==> src/rtl/imem_loader.sv <==
// Byte-stream program loader: assembles little-endian words into instr_mem and
// holds the CPU in reset until a full frame with a good XOR checksum has arrived.
module imem_loader #(
   parameter int unsigned ADDR_W = 8
) (
   input  logic              clk,
   input  logic              reset,
   input  logic              in_valid,
   input  logic [7:0]        in_data,
   output logic              in_ready,
   input  logic              start,
   output logic              mem_we,
   output logic [ADDR_W-1:0] mem_addr,
   output logic [31:0]       mem_wdata,
   output logic              cpu_hold,
   output logic              done,
   output logic              err
);

   localparam int unsigned MAX_WORDS = 2 ** ADDR_W;
   localparam int unsigned IDX_W     = ADDR_W + 1;

   typedef enum logic [2:0] {
      S_HDR,
      S_DATA,
      S_CSUM,
      S_DONE,
      S_ERR
   } state_t;

   state_t             state_q, state_d;
   logic [1:0]         bcnt_q, bcnt_d;
   logic [31:0]        n_q, n_d;
   logic [23:0]        wbuf_q, wbuf_d;
   logic [7:0]         acc_q, acc_d;
   logic [IDX_W-1:0]   widx_q, widx_d;
   logic               in_ready_d, mem_we_d, cpu_hold_d, done_d, err_d;
   logic [ADDR_W-1:0]  mem_addr_d;
   logic [31:0]        mem_wdata_d;
   logic [31:0]        n_full;
   logic               accept;

   assign accept = in_valid & in_ready;
   assign n_full = {in_data, n_q[31:8]};

   // Next-state and next-output logic
   always_comb begin
      state_d     = state_q;
      bcnt_d      = bcnt_q;
      n_d         = n_q;
      wbuf_d      = wbuf_q;
      acc_d       = acc_q;
      widx_d      = widx_q;
      mem_we_d    = 1'b0;
      mem_addr_d  = mem_addr;
      mem_wdata_d = mem_wdata;

      case (state_q)
         S_HDR: begin
            if (accept) begin
               n_d    = n_full;
               bcnt_d = bcnt_q + 2'd1;
               if (bcnt_q == 2'd3) begin
                  if (n_full > 32'(MAX_WORDS)) state_d = S_ERR;
                  else if (n_full == 32'd0)    state_d = S_CSUM;
                  else                         state_d = S_DATA;
               end
            end
         end
         S_DATA: begin
            if (accept) begin
               acc_d  = acc_q ^ in_data;
               bcnt_d = bcnt_q + 2'd1;
               case (bcnt_q)
                  2'd0: wbuf_d[7:0]   = in_data;
                  2'd1: wbuf_d[15:8]  = in_data;
                  2'd2: wbuf_d[23:16] = in_data;
                  default: begin
                     mem_we_d    = 1'b1;
                     mem_addr_d  = widx_q[ADDR_W-1:0];
                     mem_wdata_d = {in_data, wbuf_q};
                     widx_d      = widx_q + IDX_W'(1);
                     if (32'(widx_q) + 32'd1 == n_q) state_d = S_CSUM;
                  end
               endcase
            end
         end
         S_CSUM: begin
            if (accept) state_d = (in_data == acc_q) ? S_DONE : S_ERR;
         end
         S_DONE, S_ERR: begin
            if (start) begin
               state_d = S_HDR;
               bcnt_d  = 2'd0;
               n_d     = 32'd0;
               wbuf_d  = 24'd0;
               acc_d   = 8'd0;
               widx_d  = '0;
            end
         end
         default: state_d = S_HDR;
      endcase

      // Status outputs are a registered image of the next state
      in_ready_d = (state_d == S_HDR) || (state_d == S_DATA) || (state_d == S_CSUM);
      done_d     = (state_d == S_DONE);
      err_d      = (state_d == S_ERR);
      cpu_hold_d = (state_d != S_DONE);
   end

   always_ff @(posedge clk or negedge reset) begin
      if (!reset) begin
         state_q   <= S_HDR;
         bcnt_q    <= 2'd0;
         n_q       <= 32'd0;
         wbuf_q    <= 24'd0;
         acc_q     <= 8'd0;
         widx_q    <= '0;
         in_ready  <= 1'b0;
         mem_we    <= 1'b0;
         mem_addr  <= '0;
         mem_wdata <= 32'd0;
         cpu_hold  <= 1'b1;
         done      <= 1'b0;
         err       <= 1'b0;
      end else begin
         state_q   <= state_d;
         bcnt_q    <= bcnt_d;
         n_q       <= n_d;
         wbuf_q    <= wbuf_d;
         acc_q     <= acc_d;
         widx_q    <= widx_d;
         in_ready  <= in_ready_d;
         mem_we    <= mem_we_d;
         mem_addr  <= mem_addr_d;
         mem_wdata <= mem_wdata_d;
         cpu_hold  <= cpu_hold_d;
         done      <= done_d;
         err       <= err_d;
      end
   end

endmodule

==> config.mk <==
export PLATFORM = sky130hd
export DESIGN_NAME = imem_loader
export DESIGN_NICKNAME = d
export VERILOG_FILES = /design/src/rtl/imem_loader.sv
export SDC_FILE = /design/constraint.sdc
export NUM_CORES = 1
export LEC_CHECK = 0
export CAP_MARGIN = 20
export CORE_ASPECT_RATIO = 0.7
export CORE_UTILIZATION = 35
export CTS_CLUSTER_SIZE = 30
export DETAILED_ROUTE_END_ITERATION = 7
export PLACE_DENSITY = 0.59
export SETUP_SLACK_MARGIN = 0.4
export SLEW_MARGIN = 40
export SYNTH_ARGS = -nofsm -noshare
export SYNTH_HDL_FRONTEND = slang
export SYNTH_SLANG_ARGS = --single-unit
==> constraint.sdc <==
create_clock -name clk -period 2.3 [get_ports clk]
set_input_delay 0.46 -clock clk [delete_from_list [all_inputs] [get_ports clk]]
set_output_delay 0.46 -clock clk [all_outputs]
set_load 0.005 [all_outputs]
==> out/qor.yml, run 1 <==
status:
  status: "finished clean"
setup_path:
  cp_slowest_cell: "dfrtp_1"
  start_kind: "flop"
  reg2reg_to: "state_q[0]$_DFF_PN0_"
  worstRegToRegCells: 5
  reg2reg_from: "n_q[23]$_DFFE_PN0P_"
  path_delay_family: "simple AND/OR/NAND/NOR gates"
  crit_chain: "nor4_2, nand4_1, nor4b_4, o2111ai_2, a211o_1"
  reg2reg_setup_slack_ns: 0.40
  critPathBufInv: 0
  slowest_delay_ns: 0.41
  cp.arrival_ns: 2.20
  end_kind: "flop"
  required_ns: 2.60
  path_max_fanout: 3
  crit_type: "reg -> reg"
  crit_path_start: "n_q[23]$_DFFE_PN0P_"
clock_network:
  clock-root-buffer: "clkbuf_16"
  clk-insertion-delay-late_ns: 0.42
  cts_sinks: 123
  cts_buffer_depth: 2
  clk_pin_slew_ns: 0.05
  htree_levels: 4
  cts_tree: "built"
  cts_buffers: 17
power:
  p_leak_nw: 3.35
  power.switching_w: 0.00280
  power.share.combinational_pct: 29.7
  ir_drop_uv: 655
  p_per_area_nw_per_um2: 1220
  p_int_w: 0.00602
  power_frac_clock_pct: 28.8
  p_seq_share_pct: 41.4
  switching_share_pct: 31.8
timing:
  layout_worst_path_cycle_share_pct: 82.7
  grt_setup_unrepaired: "yes"
  tightest_slew_ns: 0.437
  relSlewSlack_pct: 70.9
  finalWorstSetupSlack_ns: 0.398
  fin_setup_tns_ns: 0
  slew_violations: 0
  fmax_ghz: 0.526
  skew_ns: 0.00741
  hold_viol: 0
  period_needed_ns: 1.90
  report.final.setup_viol: 0
global_routing:
  antenna_found_initial: 0
  grt_pass1_wl_mm: 22.5
  grt_util_met3_pct: 5.36
  top_usage_layer: "met1"
  first_global_vias: 4219
  grt.overflow.total: 0
  grtUsageMet1_pct: 27.5
  use_met2_pct: 25.7
  grt.total_usage_pct: 18.7
  grt_max_degree: 55
detailed_routing:
  drt-initial-drc-count: 329
  routed_via_density: 5.17
  drt_wl_total_mm: 13.8
  via_count: 4402
  wl_per_cell_um: 16.2
  antenna_left: 0
  drtPass1Iterations: 5
  drc: 0
finish:
  final_layout_size_suffix_gt1_share_pct: 16.1
  antennaDiodeCount: 0
  fin_nets: 663
  final_area_sq_um: 7210
  instances_no_fill: 852
  multi_input_area_sq_um: 2320
  syn_to_final_growth_pct: 32.2
  area.sequential_sq_um: 3080
  fillers: 1335
  final_util_pct: 48.2
die:
  io_pins: 57
  rows: 37
  die_h_um: 106
  chipWidth_um: 151
  die_area_sq_um: 16100
  core_area_sq_um: 15000
  start_util_pct: 36.5
flow_run:
  maxCapViolations: 0
synth:
  yosysWarningCount: 0
  synth_top_area_share_pct: 56.0
  postSynthAreaPerCell_sq_um: 9.68
  yosysTopAreaCell: "dfrtp_1"
  synthCells: 563
  async_reset_ff_share_pct: 100
  synth-edff-count: 0
  ys_types: 55
  synth_area_leaders: "dfrtp_1, nand2_1, o21ai_1, a22o_1, xnor2_1"
  synth_area_sq_um: 5450
  synth_flop_cell: "dfrtp_1"
  synth_seq_cells: 123
  synth_fp_nets: 580
  ys_seq_area_share_pct: 56.5
min_path:
  min_to: "mem_wdata[27]$_DFFE_PN0P_"
  min_path_type: "in -> reg"
  worstHoldStart: "in_data[3]"
  min_path_cells: 3
place:
  place.gp.congestion: 0.876
  port_buffers: 56
  dpl.hpwl_mm: 9.20
  place_ws_ns: -0.104
  placed_cells: 809
  post_dp_cell_area_sq_um: 6370
==> cell families after synthesis <==
logic type | after synthesis | synth area share, %
XOR/XNOR | 19 | 3.05
buffers and inverters | 40 | 3.74
adder cells (fa/ha/maj) | 5 | 1.15
flip-flops | 123 | 56.5
AO/OA/AOI/OAI | 121 | 15.6
AND/OR/NAND/NOR | 255 | 20.0
==> power groups by stage <==
stage | Combinational (W) | Sequential (W) | Clock, W
after floorplan | 0.00143 | 0.00348 | 0
after global placement | 0.00242 | 0.00361 | 0
after detailed placement | 0.00249 | 0.00362 | 0
after CTS | 0.00256 | 0.00364 | 0.00259
after global routing | 0.00292 | 0.00376 | 0.00271
final | 0.00262 | 0.00365 | 0.00254
==> how the worst max path moves through the flow <==
stage | to | slack (ns) | cells after the start
global placement | n_q[4]$_DFFE_PN0P_ | 0.04 | 7
global route | state_q[0]$_DFF_PN0_ | 0.31 | 5
CTS | widx_q[6]$_DFFE_PN0P_ | 0.39 | 5
finish | state_q[0]$_DFF_PN0_ | 0.40 | 5
floorplan | state_q[0]$_DFF_PN0_ | 0.41 | 7
detailed placement | state_q[0]$_DFF_PN0_ | -0.10 | 6
==> metal layers <==
metal,up-vias,wire length [um]
li1,2091,-
met1,2169,6790
met2,127,6050
met3,15,785
met4,0,189
met5,-,0
==> cell usage in the layout, fill, tap and decap left out, types with 3 or more instances in the layout <==
| cell type | instances |
|---|---|
| clkbuf_16 | 17 |
| buf_4 | 34 |
| nor3_1 | 9 |
| nor4_2 | 3 |
| inv_1 | 5 |
| or2_1 | 3 |
| nand2_1 | 182 |
| a22o_1 | 25 |
| nor4_1 | 4 |
| clkinv_2 | 3 |
| dfrtp_1 | 118 |
| nand4_1 | 4 |
| clkbuf_8 | 5 |
| o31ai_1 | 4 |
| dfrtp_2 | 4 |
| o21ai_0 | 4 |
| buf_12 | 7 |
| clkinvlp_4 | 3 |
| clkdlybuf4s50_1 | 53 |
| nand3_1 | 5 |
| o21ai_1 | 58 |
| nor2_1 | 19 |
| a21oi_1 | 4 |
| xor2_1 | 6 |
| xnor2_1 | 12 |
| o22ai_4 | 4 |
| o41ai_2 | 4 |
| ha_1 | 4 |
==> worst reg2reg max path, cell delays in order (launching register included) <==
cell	delay [ns]
dfrtp_1	0.41
nor4_2	0.31
nand4_1	0.22
nor4b_4	0.34
o2111ai_2	0.20
a211o_1	0.30
==> cells in the mapped netlist (all sizes together) (5+ instances only) <==
| cell type | count |
|---|---|
| nand2 | 183 |
| dfrtp | 122 |
| o21ai | 62 |
| buf | 28 |
| a22o | 25 |
| nor2 | 21 |
| xnor2 | 13 |
| nor3 | 11 |
| nor4 | 9 |
| clkbuf | 6 |
| xor2 | 6 |
| ha | 5 |
| inv | 5 |
| nand3 | 5 |
| nand4 | 5 |
==> flip-flops by register name, indices dropped and copies added (netlist names) <==
name / flops
acc_q: 8
bcnt_q: 2
cpu_hold: 1
done: 1
err: 1
in_ready: 1
mem_addr: 8
mem_wdata: 32
mem_we: 1
n_q: 32
state_q: 3
wbuf_q: 24
widx_q: 9
==> metrics by stage <==
step                hold slack [ns]  total power [W]
finish                        0.420          0.00882
global route                  0.437          0.00939
CTS                           0.476          0.00879
detailed placement            0.431          0.00612
global placement              0.430          0.00603
floorplan                     0.164          0.00491
==> repair_timing <==
item,in CTS,in global routing
gates resized for setup,13,22
hold buffers,1,0
setup buffers,1,11
endpoints found under the setup margin,45,97
pin swaps,2,10
endpoints found under the hold margin,28,0
==> cell type report <==
type | instances | share of cell area [%]
clock buffers | 24 | 6.96
multi-input cells | 400 | 32.2
repair buffers | 98 | 13.4
flip-flops and latches | 123 | 42.8
well taps | 195 | 3.38
clock inverters | 6 | 0.868
inverters | 6 | 0.330
(Power assumes the default switching activity.)
==> run 2, diff against run 1 <==
==> constraint.sdc (replaced) <==
create_clock -name clk -period 1.8 [get_ports clk]
set_input_delay 0.36 -clock clk [delete_from_list [all_inputs] [get_ports clk]]
set_output_delay 0.36 -clock clk [all_outputs]
set_load 0.005 [all_outputs]
==> run 2 against run 1 <==
Against the previous run:
- the flow now finishes with violations (negative setup slack)
- global-route usage grew 5.7 points
- die area is the same
- non-clock buffer count grew 137
- worst hold slack lost 0.13 ns
- power grew 71%
- first-iteration DRC count grew 6.1%
- clock power grew 44%
- via count grew 23%
- count of clock-buffer cells in the layout shrank 1
- largest power group is now combinational logic
==> out/qor.yml, run 2 (synthesis gave the netlist of run 1 again) <==
power:
  power_w: 0.0151
  p_per_area_nw_per_um2: 1520
  ir_drop_uv: 817
  p_leak_nw: 4.80
clock_network:
  htree_levels: 4
  clock-root-buffer: "clkbuf_16"
  clk_pin_slew_ns: 0.06
  cts_buffer_depth: 2
  cts_buffers: 17
  cts_tree: "built"
  cts_sinks: 123
  clk-insertion-delay-late_ns: 0.42
setup_path:
  crit_chain: "nor4_4, buf_4, nand2_4, nor4b_4, o2111ai_4, a211o_1"
  cp_slowest_cell: "dfrtp_1"
  slowest_delay_ns: 0.42
  crit_type: "reg -> reg"
  critPathBufInv: 1
  start_kind: "flop"
  cp.arrival_ns: 2.23
  end_kind: "flop"
  path_delay_family: "simple AND/OR/NAND/NOR gates"
  path_max_fanout: 3
  required_ns: 2.10
  reg2reg_setup_slack_ns: -0.13
place:
  port_buffers: 56
  dpl.hpwl_mm: 9.69
  place.gp.congestion: 0.847
timing:
  report.final.setup_viol: 69
  grt_setup_unrepaired: "yes"
  period_needed_ns: 1.93
  finalWorstSetupSlack_ns: -0.132
  hold_viol: 0
  tightest_slew_ns: 0.422
  fmax_ghz: 0.518
  holdWs_ns: 0.287
  skew_ns: 0.0147
  relSlewSlack_pct: 71.5
  slew_violations: 0
  layout_worst_path_cycle_share_pct: 107
global_routing:
  grt.overflow.total: 0
  grt.total_usage_pct: 24.3
  first_global_vias: 5267
  grt_max_degree: 35
  antenna_found_initial: 0
  grt_pass1_wl_mm: 29.0
finish:
  reg_top3: "mem_wdata (32), n_q (32), wbuf_q (24)"
  fin_nets: 801
  antennaDiodeCount: 0
  syn_to_final_growth_pct: 81.9
  final_layout_size_suffix_gt1_share_pct: 57.6
  layout_commonest_cell: "dfrtp_1"
  fillers: 1033
  final_cell_mix: "dfrtp_1, buf_4, nand2_2"
detailed_routing:
  wl_per_cell_um: 20.6
  antenna_left: 0
  drt-initial-drc-count: 349
  via_count: 5393
  drt_wl_total_mm: 20.4
  drtPass1Iterations: 5
  routed_via_density: 5.44
  drc: 0
status:
  violations: "negative setup slack"
  status: "finished, violations left"
die:
  die_area_sq_um: 16100
  rows: 37
  core_area_sq_um: 15000
  io_pins: 57
  die_h_um: 106
  chipWidth_um: 151
  start_util_pct: 36.5
min_path:
  min_path_type: "in -> reg"
flow_run:
  maxCapViolations: 0
[run 2: changes by cell type in the layout (fill, tap and decap cells not counted), sizes merged, moves of 2 or more]
cell / previous run / this run
clkbuf: 24 / 46
bufinv: 1 / 3
dlygate4sd2: 1 / 4
dlymetal6s2s: 1 / 4
buf: 42 / 178
clkdlybuf4s50: 53 / 2
clkinv: 3 / 5
clkdlybuf4s15: 0 / 23
[run 2: final cells by class]
| cell class | count | area (sq um) | share of cell area, % |
|---|---|---|---|
| multi-input cells | 401 | 3330 | 33.6 |
| flip-flops and latches | 123 | 3090 | 31.1 |
| repair buffers | 235 | 2590 | 26.2 |
| clock buffers | 23 | 488 | 4.92 |
| well taps | 195 | 244 | 2.46 |
| clock inverters | 9 | 136 | 1.38 |
| inverters | 6 | 35.0 | 0.353 |
[run 2: per-stage QoR]
step           utilization, %  std cells  setup slack, ns  cell area [sq um]  TNS, ns
4_1_cts                  60.5        959           -0.100               9040   -0.502
2_1_floorplan               -        563           0.0371               5530        0
5_1_grt                  66.3        992           -0.183               9920    -8.89
3_3_place_gp             45.8        864           -0.494               6850   -28.74
6_report                 66.3        992           -0.132               9920    -3.33
3_5_place_dp             45.8        864           -0.421               6850   -32.41
[run 2: path summary, 6_finish.rpt]
path                            cells after the start                       from                   endpoint
worst max-delay path                                6        n_q[15]$_DFFE_PN0P_       state_q[0]$_DFF_PN0_
worst min-delay path                                3                 in_data[2]  mem_wdata[26]$_DFFE_PN0P_
worst max register to register                      6        n_q[15]$_DFFE_PN0P_       state_q[0]$_DFF_PN0_
worst min register to register                      2  mem_wdata[17]$_DFFE_PN0P_  mem_wdata[17]$_DFFE_PN0P_
max in group asynchronous                           3                      reset       acc_q[1]$_DFFE_PN0P_
min in group asynchronous                           2                      reset    mem_addr[4]$_DFFE_PN0P_
[run 2: metal layers]
metal	routed length [um]	global-route usage (%)	share of wire (%)
met2	9970	38.1	49
met5	0	0	0
met4	623	7.64	3.1
met1	8610	33.0	42
met3	1190	6.05	5.9
[run 2: worst min-delay path: cells and delay by family]
kind	cells	cell delay, ns
buf+inv	1	0.18
simple gates	2	0.13
[run 2: what timing repair did]
item                                   in CTS  in global routing
pin swaps                                 108                 81
resized for setup                         287                182
endpoints found under the hold margin      22                  0
setup buffers                              45                 27
gates cloned                               17                  6
hold buffers                                1                  0
setup endpoints to repair                 168                147
[run 2: power by group]
group | internal [W] | total, W | switching, W
combinational | 0.00360 | 0.00652 | 0.00292
sequential | 0.00383 | 0.00491 | 0.00108
clock | 0.00233 | 0.00366 | 0.00133
total | 0.00976 | 0.0151 | 0.00533
==> run 3, diff against run 2 <==
--- a/config.mk
+++ b/config.mk
@@ -7,6 +7,7 @@
 export LEC_CHECK = 0
 export CAP_MARGIN = 20
 export CORE_ASPECT_RATIO = 0.7
+export CORE_MARGIN = 1
 export CORE_UTILIZATION = 35
 export CTS_CLUSTER_SIZE = 30
 export DETAILED_ROUTE_END_ITERATION = 7
==> results of run 3 <==
No change in the layout: final DEF, timing and power equal those of run 2.
